File: src/rtl/io_rx_pkg.sv
// Shared definitions for the pad receive-capture path.
// Latency: n/a (types and constants only).
// Backpressure: n/a.
package io_rx_pkg;

    typedef enum logic [1:0] {
        DRIVE   = 2'd0,
        BLANK   = 2'd1,
        CAPTURE = 2'd2,
        ILLEGAL = 2'd3
    } rx_state_e;

    localparam int WIDTH_MIN = 2;
    localparam int WIDTH_MAX = 32;
    localparam int TURN_MIN  = 0;
    localparam int TURN_MAX  = 15;

    // Wide enough to hold TURN_MAX - 1.
    localparam int TURN_W = 4;

endpackage

File: src/rtl/io_rx_turn_timer.sv
// Loadable down-counter timing the bus-turnaround blanking window.
// Latency: load visible next edge; done is combinational from the count.
// Backpressure: none; clr has priority over load and dec.
module io_rx_turn_timer
    import io_rx_pkg::*;
(
    input  logic              clk,
    input  logic              rst,
    input  logic              clr,
    input  logic              load,
    input  logic              dec,
    input  logic [TURN_W-1:0] load_val,
    output logic              done
);

    logic [TURN_W-1:0] cnt;

    always_ff @(posedge clk) begin
        if (rst || clr) begin
            cnt <= '0;
        end else if (load) begin
            cnt <= load_val;
        end else if (dec && (cnt != '0)) begin
            cnt <= cnt - TURN_W'(1);
        end
    end

    assign done = (cnt == '0);

endmodule

File: src/rtl/io_rx_capture.sv
// Pad receive path: blanks turnaround cycles, deserialises pad bits into words.
// Latency: last bit on pad_i at edge N gives dout_valid after edge N+1.
// Backpressure: valid/ready; a word completing while dout is held is dropped and flags overrun.
module io_rx_capture
    import io_rx_pkg::*;
#(
    parameter int WIDTH       = 8,
    parameter int TURN_CYCLES = 2,
    parameter bit MSB_FIRST   = 1'b0
) (
    input  logic             clk,
    input  logic             rst,
    input  logic             pad_i,
    input  logic             t_in,
    input  logic             gts,
    output logic [WIDTH-1:0] dout,
    output logic             dout_valid,
    input  logic             dout_ready,
    output logic             overrun,
    input  logic             clr_overrun,
    output logic             busy
);

    localparam int CW = $clog2(WIDTH);
    localparam logic [CW-1:0]     LAST_BIT  = CW'(WIDTH - 1);
    localparam logic [TURN_W-1:0] TURN_LOAD = (TURN_CYCLES > 0) ? TURN_W'(TURN_CYCLES - 1) : '0;

    if (WIDTH < WIDTH_MIN || WIDTH > WIDTH_MAX) begin : g_bad_width
        $error("io_rx_capture: WIDTH outside legal range");
    end
    if (TURN_CYCLES < TURN_MIN || TURN_CYCLES > TURN_MAX) begin : g_bad_turn
        $error("io_rx_capture: TURN_CYCLES outside legal range");
    end

    rx_state_e        state;
    rx_state_e        state_nxt;
    logic             rx_en;
    logic             pad_r;
    logic             shift_en;
    logic             word_done;
    logic             drop;
    logic             turn_load;
    logic             turn_dec;
    logic             turn_done;
    logic [WIDTH-1:0] shreg;
    logic [WIDTH-1:0] shift_nxt;
    logic [CW-1:0]    bit_cnt;

    assign rx_en = t_in | gts;

    always_ff @(posedge clk) begin
        if (rst) begin
            state <= DRIVE;
        end else begin
            state <= state_nxt;
        end
    end

    // Losing receive permission wins from every state, including the unused encoding.
    always_comb begin
        state_nxt = state;
        if (!rx_en) begin
            state_nxt = DRIVE;
        end else begin
            case (state)
                DRIVE:   state_nxt = (TURN_CYCLES > 0) ? BLANK : CAPTURE;
                BLANK:   if (turn_done) state_nxt = CAPTURE;
                CAPTURE: state_nxt = CAPTURE;
                default: state_nxt = DRIVE;
            endcase
        end
    end

    assign turn_load = (state == DRIVE) && rx_en && (TURN_CYCLES > 0);
    assign turn_dec  = (state == BLANK) && rx_en;

    io_rx_turn_timer u_turn_timer (
        .clk      (clk),
        .rst      (rst),
        .clr      (!rx_en),
        .load     (turn_load),
        .dec      (turn_dec),
        .load_val (TURN_LOAD),
        .done     (turn_done)
    );

    assign shift_en  = (state == CAPTURE) && rx_en;
    assign word_done = shift_en && (bit_cnt == LAST_BIT);
    assign drop      = word_done && dout_valid && !dout_ready;
    assign busy      = (state == BLANK) || (state == CAPTURE);

    // LSB-first enters at the top and walks down, so the first bit settles in bit 0.
    always_comb begin
        if (MSB_FIRST) begin
            shift_nxt = {shreg[WIDTH-2:0], pad_r};
        end else begin
            shift_nxt = {pad_r, shreg[WIDTH-1:1]};
        end
    end

    always_ff @(posedge clk) begin
        if (rst) begin
            pad_r   <= 1'b0;
            shreg   <= '0;
            bit_cnt <= '0;
        end else begin
            pad_r <= pad_i;
            if (!rx_en) begin
                shreg   <= '0;
                bit_cnt <= '0;
            end else if (shift_en) begin
                shreg   <= shift_nxt;
                bit_cnt <= (bit_cnt == LAST_BIT) ? '0 : bit_cnt + CW'(1);
            end
        end
    end

    always_ff @(posedge clk) begin
        if (rst) begin
            dout       <= '0;
            dout_valid <= 1'b0;
            overrun    <= 1'b0;
        end else begin
            if (word_done && (!dout_valid || dout_ready)) begin
                dout       <= shift_nxt;
                dout_valid <= 1'b1;
            end else if (!word_done && dout_valid && dout_ready) begin
                dout_valid <= 1'b0;
            end
            if (drop) begin
                overrun <= 1'b1;
            end else if (clr_overrun) begin
                overrun <= 1'b0;
            end
        end
    end

endmodule

File: config.mk
export PLATFORM = sky130hd
export DESIGN_NAME = io_rx_capture
export DESIGN_NICKNAME = d
export VERILOG_FILES = /design/src/rtl/io_rx_pkg.sv /design/src/rtl/io_rx_turn_timer.sv /design/src/rtl/io_rx_capture.sv
export SDC_FILE = /design/constraint.sdc
export NUM_CORES = 1
export LEC_CHECK = 0
export ABC_AREA = 1
export ABC_CLOCK_PERIOD_IN_PS = 1200
export BUFFER_PORTS_ARGS = -buffer_cell sky130_fd_sc_hd__buf_2
export CAP_MARGIN = 20
export CORE_ASPECT_RATIO = 0.9
export CORE_MARGIN = 3
export CORE_UTILIZATION = 30
export DETAILED_ROUTE_END_ITERATION = 10
export SLEW_MARGIN = 25
export SYNTH_ARGS = -nofsm -noshare
export SYNTH_HDL_FRONTEND = slang
export SYNTH_SLANG_ARGS = --single-unit
File: constraint.sdc
create_clock -name clk -period 1.2 [get_ports clk]
set_clock_uncertainty 0.15 [all_clocks]
set_input_delay 0.18 -clock clk [delete_from_list [all_inputs] [get_ports clk]]
set_output_delay 0.18 -clock clk [all_outputs]
set_load 0.01 [all_outputs]
==> results of run 1 <==
[logic make-up after synthesis]
logic type / share of synthesized area
AND/OR/NAND/NOR: 0.273
buffers and inverters: 0.103
flip-flops: 0.449
AO/OA/AOI/OAI: 0.106
adder cells (fa/ha/maj): 0.0623
XOR/XNOR: 0.00727
[final timing paths]
kind / from / to / cells after the start
setup / recovery: state[0]$_SDFFE_PP0P_ / busy / 4
hold / removal: rst / overrun$_SDFFE_PP0P_ / 3
setup reg to reg: state[0]$_SDFFE_PP0P_ / dout[0]$_SDFFE_PP0P_ / 8
hold reg to reg: shreg[1]$_SDFFE_PP0P_ / shreg[1]$_SDFFE_PP0P_ / 2
[repair_timing]
| item | 4_1_cts | 5_1_grt |
|---|---|---|
| cloned | 1 | 0 |
| hold buffers | 2 | 0 |
| endpoints found under the setup margin | 20 | 27 |
| pin swaps | 14 | 10 |
| gates resized for setup | 20 | 35 |
| setup buffers | 4 | 2 |
| hold endpoints to repair | 2 | 0 |
[registers in the layout (all words and copies together), names as in the netlist]
signal / cells
state: 2
u_turn_timer.cnt: 4
bit_cnt: 3
dout: 8
dout_valid: 1
shreg: 7
overrun: 1
pad_r: 1
[report_power, final]
| group | leakage, nW | switching (mW) | internal, mW | total [mW] |
|---|---|---|---|---|
| combinational | 0.518 | 0.236 | 0.236 | 0.471 |
| clock | 0.0228 | 0.273 | 0.238 | 0.511 |
| sequential | 0.221 | 0.0286 | 0.932 | 0.961 |
| total | 0.761 | 0.537 | 1.41 | 1.94 |
[metrics by stage]
| stage | power [mW] | setup TNS (ps) | area, um2 | hold slack [ps] | util |
|---|---|---|---|---|---|
| 2_1_floorplan | 1.17 | -242 | 1260 | 99.1 | - |
| 3_3_place_gp | 1.27 | -1580 | 1480 | 233 | 0.392 |
| 3_5_place_dp | 1.27 | -1790 | 1480 | 244 | 0.392 |
| 4_1_cts | 1.88 | -2860 | 1690 | 23.2 | 0.447 |
| 5_1_grt | 2.07 | -5790 | 1810 | 30.8 | 0.477 |
| 6_report | 1.94 | -4030 | 1810 | 30.5 | 0.477 |
[metal layers]
metal | vias to the layer above | GRT usage | wire, um
met5 | - | 0 | 0
met4 | 0 | 0.0438 | 31
met3 | 2 | 0.0319 | 97
met2 | 21 | 0.179 | 1190
met1 | 499 | 0.138 | 1200
li1 | 585 | - | -
[cells in the mapped netlist (all sizes together)]
library cell	n	share of area
a21oi	15	0.062
buf	2	0.016
clkinv	1	0.0031
dfxtp	27	0.45
ha	6	0.062
inv	27	0.084
nand2	30	0.10
nand3	12	0.050
nand3b	1	0.0062
nor2	28	0.10
nor3	1	0.014
o21a	1	0.0062
o21ai	9	0.037
xor2	1	0.0073
[worst min-delay path, cell delays in order]
cell     delay, ps
buf_2           90
buf_4          110
a21oi_1         40
[cell type report]
type	instances	area, um2	area share
Sequential cell	27	548	0.304
Clock buffer	4	45.0	0.0249
Tap cell	46	57.6	0.0319
Timing Repair Buffer	38	294	0.163
Inverter	28	124	0.0686
Multi-Input combinational cell	105	737	0.408
==> flow_summary.ini, run 1 <==
[pwr]
power.density_nw_per_um2 = 1080
p_leak_nw = 0.761
max-vdd-ir-drop_uv = 625

[placed_design]
dp_slack_ps = -164
port_buffers = 17
place_inst = 235
dp_hpwl_mm = 1.76
place_congestion = 0.761

[detailed_routing]
firstDrtPassIters = 4
via_per_inst = 4.46
routedWlPerCell_um = 10.2
drt.antenna.violating_nets = 0
drtIter0Drc = 39
drt-total-wl_mm = 2.52
drc = 0
via_count = 1107

[grt]
grt.total_usage = 0.111
grt_first_pass_wirelength_mm = 4.09
grt_overflow = 0
antenna_found_initial = 0
grt_pass1_vias = 991
grt_max_degree = 15

[finish]
area_delta_synth_final_pct = 49.8
nets = 216
n_fill_cell = 389
drive_gt1_frac = 0.446
fin_cells = 248
diodes = 0
layout_commonest_cell = dfxtp_1
layout_common_cells = dfxtp_1 (23), nand2_1 (21), inv_1 (19)

[worst_setup_path]
cp_data_required_time_ps = 870
crit_fanout = 2
timing.critical_path.buf_inv = 3
slowest_stage = dfxtp_4
start_kind = flip-flop
crit_family = flip-flops
worst-endpoint-arrival_ps = 1140
crit_chain = inv_4 -> buf_6 -> ha_4 -> buf_6
end_kind = output pin
crit_type = flip-flop to output pin
reg2reg_slack_ps = -210
cpMostUsedCell = buf_6
critical_path.max_stage_delay_ps = 370

[floorplan]
coreArea_um2 = 3780
rows = 21
initial_core_util = 0.318
die_width_um = 72.8
die_y_um = 66.1
dieArea_um2 = 4810
pin_count = 18

[sta]
grt_setup_unrepaired = yes
setup-violations-final = 26
drv_slew = 0
max_slew.worst_pin.slew_ps = 300
final-hold-violation-count = 0
setup_ws_ps = -272
min_period_ps = 1470
fmax_mhz = 679
slew_headroom = 0.799
fin_crit_sh = 1.23

[cts]
root_buffer = clkbuf_8
clock_path_buffers = 2
htree_levels = 1
cts_buffers = 3
insertion_delay_ps = 270
cts_tree = built
cts.sinks = 27
cts.clk_slew.worst_paths_ps = 90

[synth]
yosys_warnings = 0
yosysSeqAreaShare = 0.449
syn_nets = 174
ys_types = 19
ys_seq_elements = 27
netlist_area_um2 = 1200
syn_inst = 161
avgSynthCellArea_um2 = 7.48

[run]
maxCapViolations = 0

[hold_path]
worstHoldPathType = primary input to flip-flop

[status]
status = finished with violations
violations = setup timing
Power figures use the tool's default switching activity.
==> run 2, diff against run 1 <==
- ABC_CLOCK_PERIOD_IN_PS: 1200 -> 1250
- RECOVER_POWER: not set -> 100
- clock period: 1.2 -> 1.25 ns (I/O delays scaled with it)
==> run 2 against run 1 <==
The flow still finishes with violations (setup timing). Via count fell by 2.7%. Critical path depth did not move. Sequential share of layout area grew 1.6 points. Register-to-register slack improved by 70 ps. Hold slack lost 23 ps. Global-route usage grew 0.11 points. Final cell count is 0.40% lower.
==> flow_summary.ini, run 2 (same netlist as run 1, synthesis figures left out) <==
[hold_path]
worstHoldPathType = primary input to flip-flop

[worst_setup_path]
r2r_cells = 7
r2r-start = bit_cnt[1]$_SDFFE_PP0P_
start_kind = flip-flop
slowest_stage = dfxtp_2
crit_chain = inv_2 -> buf_6 -> ha_4 -> buf_6
end_kind = output pin
worst-endpoint-arrival_ps = 1110
worstSetupEndpoint = busy
crit_fanout = 2
reg2reg_slack_ps = -140
critical_path.max_stage_delay_ps = 340
cp_data_required_time_ps = 910
crit_path_start = state[0]$_SDFFE_PP0P_
cpMostUsedCell = buf_6
crit_type = flip-flop to output pin
reg2reg_to = dout[0]$_SDFFE_PP0P_

[sta]
max_slew.worst_pin.slew_ps = 242
drv_slew = 0
fmax_mhz = 693
setup-violations-final = 24
setup_ws_ps = -194
holdWs_ps = 7.31
slew_headroom = 0.838
min_period_ps = 1440
fin_crit_sh = 1.16
final-hold-violation-count = 0
grt_setup_unrepaired = yes

[detailed_routing]
firstDrtPassIters = 4
drt-total-wl_mm = 2.45
via_count = 1077
drt.antenna.violating_nets = 0
via_per_inst = 4.36
drtIter0Drc = 22
routedWlPerCell_um = 9.93
drc = 0

[cts]
htree_levels = 1
root_buffer = clkbuf_8
cts.clk_slew.worst_paths_ps = 90
cts_tree = built
cts_buffers = 3
cts.sinks = 27
insertion_delay_ps = 270
clock_path_buffers = 2

[finish]
diodes = 0
drive_gt1_frac = 0.363
final_core_util = 0.453
regMostFlops = dout
largestRegisters = dout x8, shreg x7, u_turn_timer.cnt x4
layout_commonest_cell = nand2_1
n_fill_cell = 397
area_delta_synth_final_pct = 42.2
layout_common_cells = nand2_1 (24), dfxtp_1 (22), inv_1 (20)
nets = 215
largest_reg_flops = 8

[pwr]
p_leak_nw = 0.683
power.density_nw_per_um2 = 1050
max-vdd-ir-drop_uv = 629

[placed_design]
place_congestion = 0.750
dp_hpwl_mm = 1.75
port_buffers = 17

[floorplan]
coreArea_um2 = 3780
initial_core_util = 0.318
die_y_um = 66.1
dieArea_um2 = 4810
pin_count = 18
die_width_um = 72.8
rows = 21

[run]
maxCapViolations = 0

[status]
status = finished with violations
violations = setup timing

[grt]
grt_pass1_vias = 995
grt_first_pass_wirelength_mm = 4.18
grt_max_degree = 15
grt_overflow = 0
antenna_found_initial = 0
grt.total_usage = 0.112
==> run 2: cell count changes in the layout (fill, tap and decap cells not counted), sizes merged <==
cell and change:
dlygate4sd3 -1, clkbuf +10, buf -10
==> run 2: final cells by class <==
| cell class | count | area (um2) | area share |
|---|---|---|---|
| Multi-Input combinational cell | 105 | 689 | 0.402 |
| Clock buffer | 4 | 45.0 | 0.0263 |
| Sequential cell | 27 | 547 | 0.319 |
| Timing Repair Buffer | 37 | 255 | 0.149 |
| Tap cell | 46 | 57.6 | 0.0336 |
| Inverter | 28 | 119 | 0.0694 |
==> run 2: timing repair <==
action                     CTS  global route
gates resized for setup     24            24
pin swaps                   14             6
hold buffers                 1             0
setup endpoints to repair   19            27
cloned                       1             0
buffers inserted             3             3
hold endpoints to repair     1             0
==> run 2: worst min path at each step <==
stage | from | to | slack, ps | cells after the start
6_report | clr_overrun | overrun$_SDFFE_PP0P_ | 7 | 4
5_1_grt | clr_overrun | overrun$_SDFFE_PP0P_ | 20 | 4
4_1_cts | clr_overrun | overrun$_SDFFE_PP0P_ | 4 | 4
3_5_place_dp | pad_i | pad_r$_SDFF_PP0_ | 250 | 3
3_3_place_gp | pad_i | pad_r$_SDFF_PP0_ | 240 | 3
2_1_floorplan | rst | overrun$_SDFFE_PP0P_ | 110 | 1
==> run 2: report_power, final <==
part | internal [mW] | leakage (nW) | switching [mW]
Sequential | 0.895 | 0.221 | 0.0262
Combinational | 0.187 | 0.439 | 0.199
Clock | 0.228 | 0.0228 | 0.265
==> run 2: metal layers <==
| layer | GRT usage | routed length [um] | vias to the layer above |
|---|---|---|---|
| met5 | 0 | 0 | - |
| met4 | 0.0415 | 23 | 0 |
| met3 | 0.0319 | 67 | 2 |
| met2 | 0.178 | 1120 | 13 |
| met1 | 0.142 | 1250 | 478 |
| li1 | - | - | 584 |
==> run 2: per-stage QoR <==
step           instances  power, mW  TNS, ps  setup WS [ps]  cell area [um2]
2_1_floorplan        161       1.11    -78.4          -10.2             1240
3_3_place_gp         235       1.21    -1430           -143             1460
3_5_place_dp         235       1.21    -1640           -168             1460
4_1_cts              244       1.78    -1890           -199             1650
5_1_grt              247       1.90    -3940           -227             1710
6_report             247       1.80    -2370           -194             1710
==> run 2: worst max-delay path, delay by kind of cell (launching register included) <==
| kind | cells | cell delay, ps |
|---|---|---|
| adder cells (fa/ha/maj) | 1 | 250 |
| buffers and inverters | 3 | 240 |
| flip-flops | 1 | 340 |
